### config.mk
export PLATFORM = sky130hd
export DESIGN_NAME = imem_boot_loader
export DESIGN_NICKNAME = d
export VERILOG_FILES = /design/src/rtl/boot_pkg.sv /design/src/rtl/byte_packer.sv /design/src/rtl/imem_boot_loader.sv
export SDC_FILE = /design/constraint.sdc
export NUM_CORES = 1
export LEC_CHECK = 0
export ABC_AREA = 0
export CORE_ASPECT_RATIO = 2
export CORE_MARGIN = 2
export CORE_UTILIZATION = 25
export CTS_CLUSTER_DIAMETER = 120
export DETAILED_ROUTE_END_ITERATION = 12
export HOLD_SLACK_MARGIN = 0.15
export SLEW_MARGIN = 5
export SYNTH_ARGS = -nofsm -noshare
export SYNTH_HDL_FRONTEND = slang
export SYNTH_HIERARCHICAL = 1
export SYNTH_SLANG_ARGS = --single-unit
### constraint.sdc
create_clock -name clk -period 3.2 [get_ports clk]
set_input_delay 0.48 -clock clk [delete_from_list [all_inputs] [get_ports clk]]
set_output_delay 0.48 -clock clk [all_outputs]
set_load 0.01 [all_outputs]
### src/rtl/boot_pkg.sv
// Shared types for the instruction-memory boot loader.
// BOOT_CHECKSUM_EN adds the trailing checksum state.
package boot_pkg;
   localparam int LEN_W          = 16;
   localparam int BYTES_PER_WORD = 4;

   typedef enum logic [2:0] {
      LEN_LO,
      LEN_HI,
      DATA,
      FLUSH,
`ifdef BOOT_CHECKSUM_EN
      CHK,
`endif
      DONE,
      ERR
   } state_t;
endpackage

### src/rtl/byte_packer.sv
// Packs four stream bytes into a little-endian 32-bit word.
// Pulses o_word_valid on the byte that completes a word.
module byte_packer
   import boot_pkg::*;
(
   input  logic        clk,
   input  logic        rst,
   input  logic        i_clear,
   input  logic        i_take,
   input  logic [7:0]  i_byte,
   output logic        o_word_valid,
   output logic [31:0] o_word
);
   logic [1:0]  r_idx;
   logic [23:0] r_acc;

   always_ff @(posedge clk or negedge rst) begin
      if (!rst) begin
         r_idx <= '0;
         r_acc <= '0;
      end else if (i_clear) begin
         r_idx <= '0;
         r_acc <= '0;
      end else if (i_take) begin
         r_idx <= r_idx + 2'd1;
         r_acc <= {i_byte, r_acc[23:8]};
      end
   end

   // Earlier bytes sit in the low lanes; the closing byte lands in [31:24]
   assign o_word_valid = i_take && (r_idx == 2'(BYTES_PER_WORD - 1));
   assign o_word       = {i_byte, r_acc};
endmodule

### src/rtl/imem_boot_loader.sv
// Streams a length-prefixed image into instruction memory, then releases the core.
// BOOT_CHECKSUM_EN appends an XOR checksum byte that must match.
module imem_boot_loader
   import boot_pkg::*;
#(
   parameter int ADDR_W = 8
) (
   input  logic              clk,
   input  logic              rst,
   input  logic              in_valid,
   input  logic [7:0]        in_data,
   output logic              in_ready,
   output logic              imem_we,
   output logic [ADDR_W-1:0] imem_addr,
   output logic [31:0]       imem_wdata,
   output logic              cpu_rst,
   output logic              done,
   output logic              err,
   output logic [ADDR_W:0]   words_loaded
);
   state_t            r_state;
   state_t            w_next;
   logic [7:0]        r_len_lo;
   logic [ADDR_W:0]   r_len;
   logic [ADDR_W:0]   r_wl;
   logic              r_we;
   logic [ADDR_W-1:0] r_addr;
   logic [31:0]       r_wdata;
   logic              w_rdy;
   logic              w_take;
   logic [LEN_W-1:0]  w_n;
   logic              w_too_big;
   logic              w_word;
   logic [31:0]       w_word_d;
   logic              w_last;
`ifdef BOOT_CHECKSUM_EN
   logic [7:0]        r_sum;
`endif

   assign w_take    = in_valid && in_ready;
   assign w_n       = {in_data, r_len_lo};
   assign w_too_big = 32'(w_n) > (32'd1 << ADDR_W);
   assign w_last    = (r_wl + (ADDR_W+1)'(1)) == r_len;

   byte_packer u_pack (
      .clk          (clk),
      .rst          (rst),
      .i_clear      (r_state != DATA),
      .i_take       (w_take && (r_state == DATA)),
      .i_byte       (in_data),
      .o_word_valid (w_word),
      .o_word       (w_word_d)
   );

   always_comb begin
      w_next = r_state;
      w_rdy  = 1'b0;
      unique case (r_state)
         LEN_LO: begin
            w_rdy = 1'b1;
            if (w_take) w_next = LEN_HI;
         end
         LEN_HI: begin
            w_rdy = 1'b1;
            if (w_take) begin
               if (w_too_big)
                  w_next = ERR;
               else if (w_n == '0)
`ifdef BOOT_CHECKSUM_EN
                  w_next = CHK;
`else
                  w_next = DONE;
`endif
               else
                  w_next = DATA;
            end
         end
         DATA: begin
            w_rdy = 1'b1;
            if (w_word && w_last) w_next = FLUSH;
         end
         // Last strobe in flight; hold input off until it lands
         FLUSH: begin
`ifdef BOOT_CHECKSUM_EN
            w_next = CHK;
`else
            w_next = DONE;
`endif
         end
`ifdef BOOT_CHECKSUM_EN
         CHK: begin
            w_rdy = 1'b1;
            if (w_take) w_next = (in_data == r_sum) ? DONE : ERR;
         end
`endif
         DONE:    w_next = DONE;
         ERR:     w_next = ERR;
         default: w_next = ERR;
      endcase
   end

   always_ff @(posedge clk or negedge rst) begin
      if (!rst) begin
         r_state  <= LEN_LO;
         r_len_lo <= '0;
         r_len    <= '0;
         r_wl     <= '0;
         r_we     <= 1'b0;
         r_addr   <= '0;
         r_wdata  <= '0;
      end else begin
         r_state <= w_next;
         r_we    <= w_word;
         if (w_take && r_state == LEN_LO) r_len_lo <= in_data;
         if (w_take && r_state == LEN_HI) r_len <= w_n[ADDR_W:0];
         if (w_word) begin
            r_addr  <= r_wl[ADDR_W-1:0];
            r_wdata <= w_word_d;
            r_wl    <= r_wl + (ADDR_W+1)'(1);
         end
      end
   end

`ifdef BOOT_CHECKSUM_EN
   always_ff @(posedge clk or negedge rst) begin
      if (!rst)
         r_sum <= '0;
      else if (w_take && (r_state == LEN_LO || r_state == LEN_HI ||
                          r_state == DATA))
         r_sum <= r_sum ^ in_data;
   end
`endif

   assign in_ready     = w_rdy && rst;
   assign imem_we      = r_we;
   assign imem_addr    = r_addr;
   assign imem_wdata   = r_wdata;
   assign done         = r_state == DONE;
   assign err          = r_state == ERR;
   assign cpu_rst      = r_state != DONE;
   assign words_loaded = r_wl;
endmodule

## Yosys cells after proc, flatten, opt, wreduce, memory -nomap -nowiden

Index checks and enable logic that the tools add are counted.

- Flip-flop bits (word level): 96
- Latch bits: 0
- Memory bits (writable): 0
- Memory bits (read-only): 0
- Output and inout bits: 54
- Memories: 0

- Add/sub/neg operators: 2
- Multipliers: 0
- Divide/modulo/power cells: 0
- $lt $le $gt $ge: 1
- Eq/ne operators: 12
- Shift-type cells: 0
- Multiplexer cells: 11
- Bitwise operators: 0
- Reductions and logical operators: 13

Operators by type and width:

| cell | count |
|---|---|
| two-way mux 24 bit | 2 |
| > comparator 16 x 9 -> 1 bit, second input constant | 1 |
| zero test 16 bit | 1 |
| two-way mux 3 bit | 5 |
| one-hot mux 3 bit (4 select lines) | 1 |
| adder 9 x 1 -> 9 bit, second input constant | 1 |
| equality test 9 bit | 1 |
| logical AND 1 bit | 7 |
| equality test 3 x 2 -> 1 bit, second input constant | 2 |
| equality test 3 bit, second input constant | 2 |
| two-way mux 2 bit | 2 |
| != test 2 bit, second input constant | 2 |
| equality test 3 x 1 -> 1 bit, second input constant | 1 |
| zero test 3 bit | 1 |
| != test 3 x 2 -> 1 bit, second input constant | 1 |
| != test 3 bit, second input constant | 1 |
| AND reduction 3 bit | 1 |
| OR reduction 3 bit | 1 |
| adder 2 x 1 -> 2 bit, second input constant | 1 |
| equality test 2 bit, second input constant | 1 |
| != test 2 x 1 -> 1 bit, second input constant | 1 |
| nonzero test 2 bit | 1 |
| OR reduction 2 bit | 1 |
| two-way mux 1 bit | 1 |

## Depth between registers and ports, before layout

- Depth after elaboration: 10
- Mapped depth: 12
- Mapped depth without buffers: 9

## Modules after synthesis

The synthesis kept the hierarchy.

By module, submodules not included:

| module | times used | cells an instance | area each (um2) |
|---|---|---|---|
| imem_boot_loader | 1 | 224 | 3,047.9 |
| byte_packer | 1 | 94 | 1,153.6 |

## Least setup slack after synthesis

Ideal clock, no wire load.

- Path kind: register to register
- From: register r_state[1]
- To: register r_addr[0] (netlist: imem_addr[0])
- Setup time: 125 ps
- Arrival time: 2,535 ps
- Slack: 540 ps
- Cell stages (with the launch flop): 10
- Buffers on the path: 4
- Clock period less this slack: 2,660 ps
- Cell sequence: dfrtp_1 > inv_1 > or3_2 > nor2_1 > buf_6 > buf_12 > and2_1 > buf_2 > buf_1 > mux2_2

- Cells in the longest elaborated chain, start to end: 7

Ends and longest elaborated chain:

| element | RTL line | source |
|---|---|---|
| start: declaration | imem_boot_loader.sv:21 | `state_t r_state;` |
| start signal: assignment | imem_boot_loader.sv:112 | `r_state <= w_next;` |
| equality test 3 x 2 -> 1 bit (tied with other cells) | imem_boot_loader.sv:49, imem_boot_loader.sv:58 |  |
| OR reduction 3 bit (no line) | - |  |
| two-way mux 1 bit | imem_boot_loader.sv:58 | `unique case (r_state)` |
| logical AND 1 bit | imem_boot_loader.sv:134 | `assign in_ready = w_rdy && rst;` |
| logical AND 1 bit | imem_boot_loader.sv:40 | `assign w_take = in_valid && in_ready;` |
| logical AND 1 bit * | imem_boot_loader.sv:49 | `.i_take (w_take && (r_state == DATA)),` |
| logical AND 1 bit * | byte_packer.sv:31 | `assign o_word_valid = i_take && (r_idx == 2'(BYTES_PER_WORD - 1));` |
| via w_word | imem_boot_loader.sv:33 | `logic w_word;` |
| end signal: assignment | imem_boot_loader.sv:117 | `r_addr <= r_wl[ADDR_W-1:0];` |
| end: declaration | imem_boot_loader.sv:27 | `logic [ADDR_W-1:0] r_addr;` |

The timed path passes the listed nets; every way through them passes the cells marked *.
A chain may end at the register's enable or synchronous reset.

## Final worst setup path

- From: register r_state[1]
- To: register r_wdata[19] (netlist: imem_wdata[19])

- Cells in the longest elaborated chain, start to end: 7

Ends and longest elaborated chain:

| element | RTL line | source |
|---|---|---|
| equality test 3 x 2 -> 1 bit (tied with other cells) | imem_boot_loader.sv:49, imem_boot_loader.sv:58 |  |
| OR reduction 3 bit (no line) | - |  |
| two-way mux 1 bit | imem_boot_loader.sv:58 |  |
| logical AND 1 bit | imem_boot_loader.sv:134 |  |
| logical AND 1 bit | imem_boot_loader.sv:40 |  |
| logical AND 1 bit * | imem_boot_loader.sv:49 |  |
| logical AND 1 bit * | byte_packer.sv:31 |  |
| via w_word | imem_boot_loader.sv:33 |  |
| end signal: assignment | imem_boot_loader.sv:118 | `r_wdata <= w_word_d;` |
| end: declaration | imem_boot_loader.sv:28 | `logic [31:0] r_wdata;` |

Marked as above.

==> results.json <==
{
  "track_usage": 0.1018,
  "antenna_found_initial": 0,
  "relSlewSlack": 0.5338,
  "syn_inst": 318,
  "finClkSkew_ps": 4.467,
  "ys_types": 43,
  "ant_nets": 0,
  "route.vias.total": 2586,
  "clk_path_buf_depth": 2,
  "post-cts-setup-buffers": 0,
  "cts_root_buf": "clkbuf_16",
  "rsz0062_at_grt": "false",
  "synth_top_area_frac": 0.5718,
  "cp_slowest_cell": "or3_2",
  "fin_crit_ps": 2392,
  "fp.dieH_um": 187.3,
  "cts_resized": 0,
  "ir_drop_mv": 0.3135,
  "dp_hpwl_um": 5711,
  "cts.htree.levels": 3,
  "die_w_um": 95.67,
  "pin_count": 65,
  "cp_data_required_time_ps": 3430,
  "wl_per_cell_um": 14.29,
  "ys.flop_type": "dfrtp_1",
  "syn2layout_area_growth_pct": 26.41,
  "seqPwrFrac": 0.453,
  "p_clk_frac": 0.342,
  "grt_pass1_vias": 2550,
  "max_stage_delay_ps": 520,
  "start_kind": "flip-flop",
  "n_fill_cell": 1694,
  "outcome": "finished clean",
  "power-per-cell-area_nw_per_um2": 651.4,
  "yosys_warnings": 6,
  "power_frac_comb": 0.205,
  "fin_crit_sh": 0.7474,
  "hold_path.class": "in2async",
  "crit_buf_inv": 2,
  "end_kind": "flip-flop",
  "gp_congestion": 0.7913,
  "wirelength_um": 8388,
  "first_pass_iters": 4,
  "drc": 0,
  "synth_edf_count": 0,
  "synth_most_common_cell": "dfrtp_1",
  "syn_area_um2": 4202,
  "grt_pass1_wl_um": 13970,
  "setup_viol": 0,
  "clkSinkCount": 96,
  "start_util": 0.2531,
  "worstPathArrival_ps": 2620,
  "core_area_um2": 16600,
  "avgViaCountPerCell": 4.405,
  "tightest_slew_ps": 699.3,
  "fin_total_pwr_mw": 3.460,
  "finalSetupTns_ps": 0,
  "hold_buffers": 0,
  "die_area_um2": 17920,
  "netSwitchingFraction": 0.2552,
  "hold_viol_final": 0,
  "crit_chain": "inv_1 > or3_2 > nor2_4 > and2_2 > buf_4 > mux2_2",
  "p_leak_nw": 2.273,
  "io_buffer_count": 64,
  "path_clk_slew_ps": 70,
  "drive_gt1_frac": 0.2421,
  "grt_start_max_net_pins": 57,
  "overflow": 0,
  "ys_top_cells_by_area": "dfrtp_1, mux2_2, mux2i_1",
  "synth_common_cells": "dfrtp_1, mux2_2, nor2_1, mux2i_1, xnor2_1",
  "syn-num-nets": 331,
  "yosysSeqAreaShare": 0.5718,
  "clock_latency_ps": 350,
  "drtIter0Drc": 116,
  "yosysTopAreaCell": "dfrtp_1",
  "cts_tree": "yes",
  "crit_path_max_fanout": 15,
  "synth-seq-cells": 96,
  "nets": 388,
  "report.final.slew_viol_count": 0,
  "switchingPower_mw": 0.8831,
  "criticalPathCategory": "reg2reg",
  "cp_top_family": "simple AND/OR/NAND/NOR gates",
  "maxCapViolCount": 0,
  "cts_made_buffers": 9,
  "syn_avg_cell_area_um2": 13.21,
  "fmax_mhz": 418.1,
  "n_antenna_cell": 0,
  "synthArstFlopShare": 1.000,
  "intPower_mw": 2.577,
  "rows": 67
}
-- logic make-up (layout without fill, tap and decap cells) --
family / after synthesis / after routing / synth area share
compound gates: 16 / 16 / 0.02740
xor+xnor: 20 / 20 / 0.04169
fa+ha+maj: 2 / 2 / 0.005955
buf+inv: 30 / 92 / 0.04735
flops: 96 / 96 / 0.5718
mux: 85 / 85 / 0.2195
simple gates: 69 / 69 / 0.08636
-- path summary, 6_finish.rpt --
| kind | from | endpoint | slack (ps) | depth (start not counted) |
|---|---|---|---|---|
| setup / recovery | r_state[1] | imem_wdata[19] | 810 | 6 |
| hold / removal | rst | imem_wdata[24] | 210 | 2 |
| setup reg to reg | r_state[1] | imem_wdata[19] | 810 | 6 |
| hold reg to reg | r_len[8] | r_len[8] | 500 | 2 |
| max in group asynchronous | rst | imem_wdata[0] | 1890 | 3 |
| min in group clk | r_len[8] | r_len[8] | 500 | 2 |
-- flip-flops by register name, summed over array words and instances, names as in the netlist --
name / flops
imem_addr: 8
imem_wdata: 32
imem_we: 1
r_len: 9
r_len_lo: 8
r_state: 3
u_pack/r_acc: 24
u_pack/r_idx: 2
words_loaded: 9
-- layout by cell type (no fill, tap or decap), drive strengths merged, types with 2 or more instances in the layout --
master | netlist | layout
nor2b | 2 | 2
dfrtp | 96 | 96
a21oi | 2 | 2
and3 | 3 | 3
nor3 | 2 | 2
o21ai | 5 | 5
nor4 | 3 | 3
nand2 | 9 | 9
mux2 | 57 | 57
ha | 2 | 2
buf | 22 | 8
or4 | 3 | 3
bufinv | 0 | 2
xnor2 | 14 | 14
clkinv | 0 | 3
xor2 | 6 | 6
or3 | 2 | 2
a21o | 2 | 2
nand3 | 5 | 5
clkbuf | 3 | 11
inv | 5 | 5
clkdlybuf4s50 | 0 | 63
mux2i | 28 | 28
nand4 | 6 | 6
nor2 | 31 | 31
-- worst register-to-register path, stage by stage, from the launching register on --
cell and delay (ps):
dfrtp_1 440, inv_1 160, or3_2 520, nor2_4 120, and2_2 390, buf_4 300
mux2_2 360
-- power groups by stage --
stage          sequential, mW  clock (mW)  combinational (mW)
6_report                 1.57        1.18               0.709
2_1_floorplan            1.60           0               0.366
5_1_grt                  1.60        1.28               0.775
3_5_place_dp             1.60           0               0.718
3_3_place_gp             1.59           0               0.709
4_1_cts                  1.57        1.22               0.724
-- area by class of cell --
| class | count | area [um2] | share of cell area |
|---|---|---|---|
| Tap cell | 207 | 259.0 | 0.04876 |
| Multi-Input combinational cell | 192 | 1609 | 0.3029 |
| Timing Repair Buffer | 71 | 690.7 | 0.1300 |
| Clock inverter | 5 | 78.83 | 0.01484 |
| Inverter | 5 | 18.77 | 0.003534 |
| Sequential cell | 96 | 2402 | 0.4523 |
| Clock buffer | 11 | 252.7 | 0.04759 |
-- metrics by stage --
stage          cells  area, um2  hold WS, ps    util  worst slack, ps
4_1_cts          587       5311        228.2  0.3200            801.2
6_report         587       5311        207.9  0.3200            808.3
3_5_place_dp     571       4980        493.3  0.3000            809.1
5_1_grt          587       5311        251.9  0.3200            611.3
2_1_floorplan    318       4202        184.4       -            540.2
3_3_place_gp     571       4980        489.9  0.3000            837.1
-- metal layers --
metal | GRT usage | wire, um | share of wire | up-vias
met4 | 0.04286 | 168 | 0.020 | 0
met5 | 0 | 0 | 0 | -
met3 | 0.03102 | 570 | 0.068 | 11
met1 | 0.1423 | 3820 | 0.46 | 1282
met2 | 0.1450 | 3829 | 0.46 | 78
li1 | - | - | - | 1215
(Power assumes the default switching activity.)
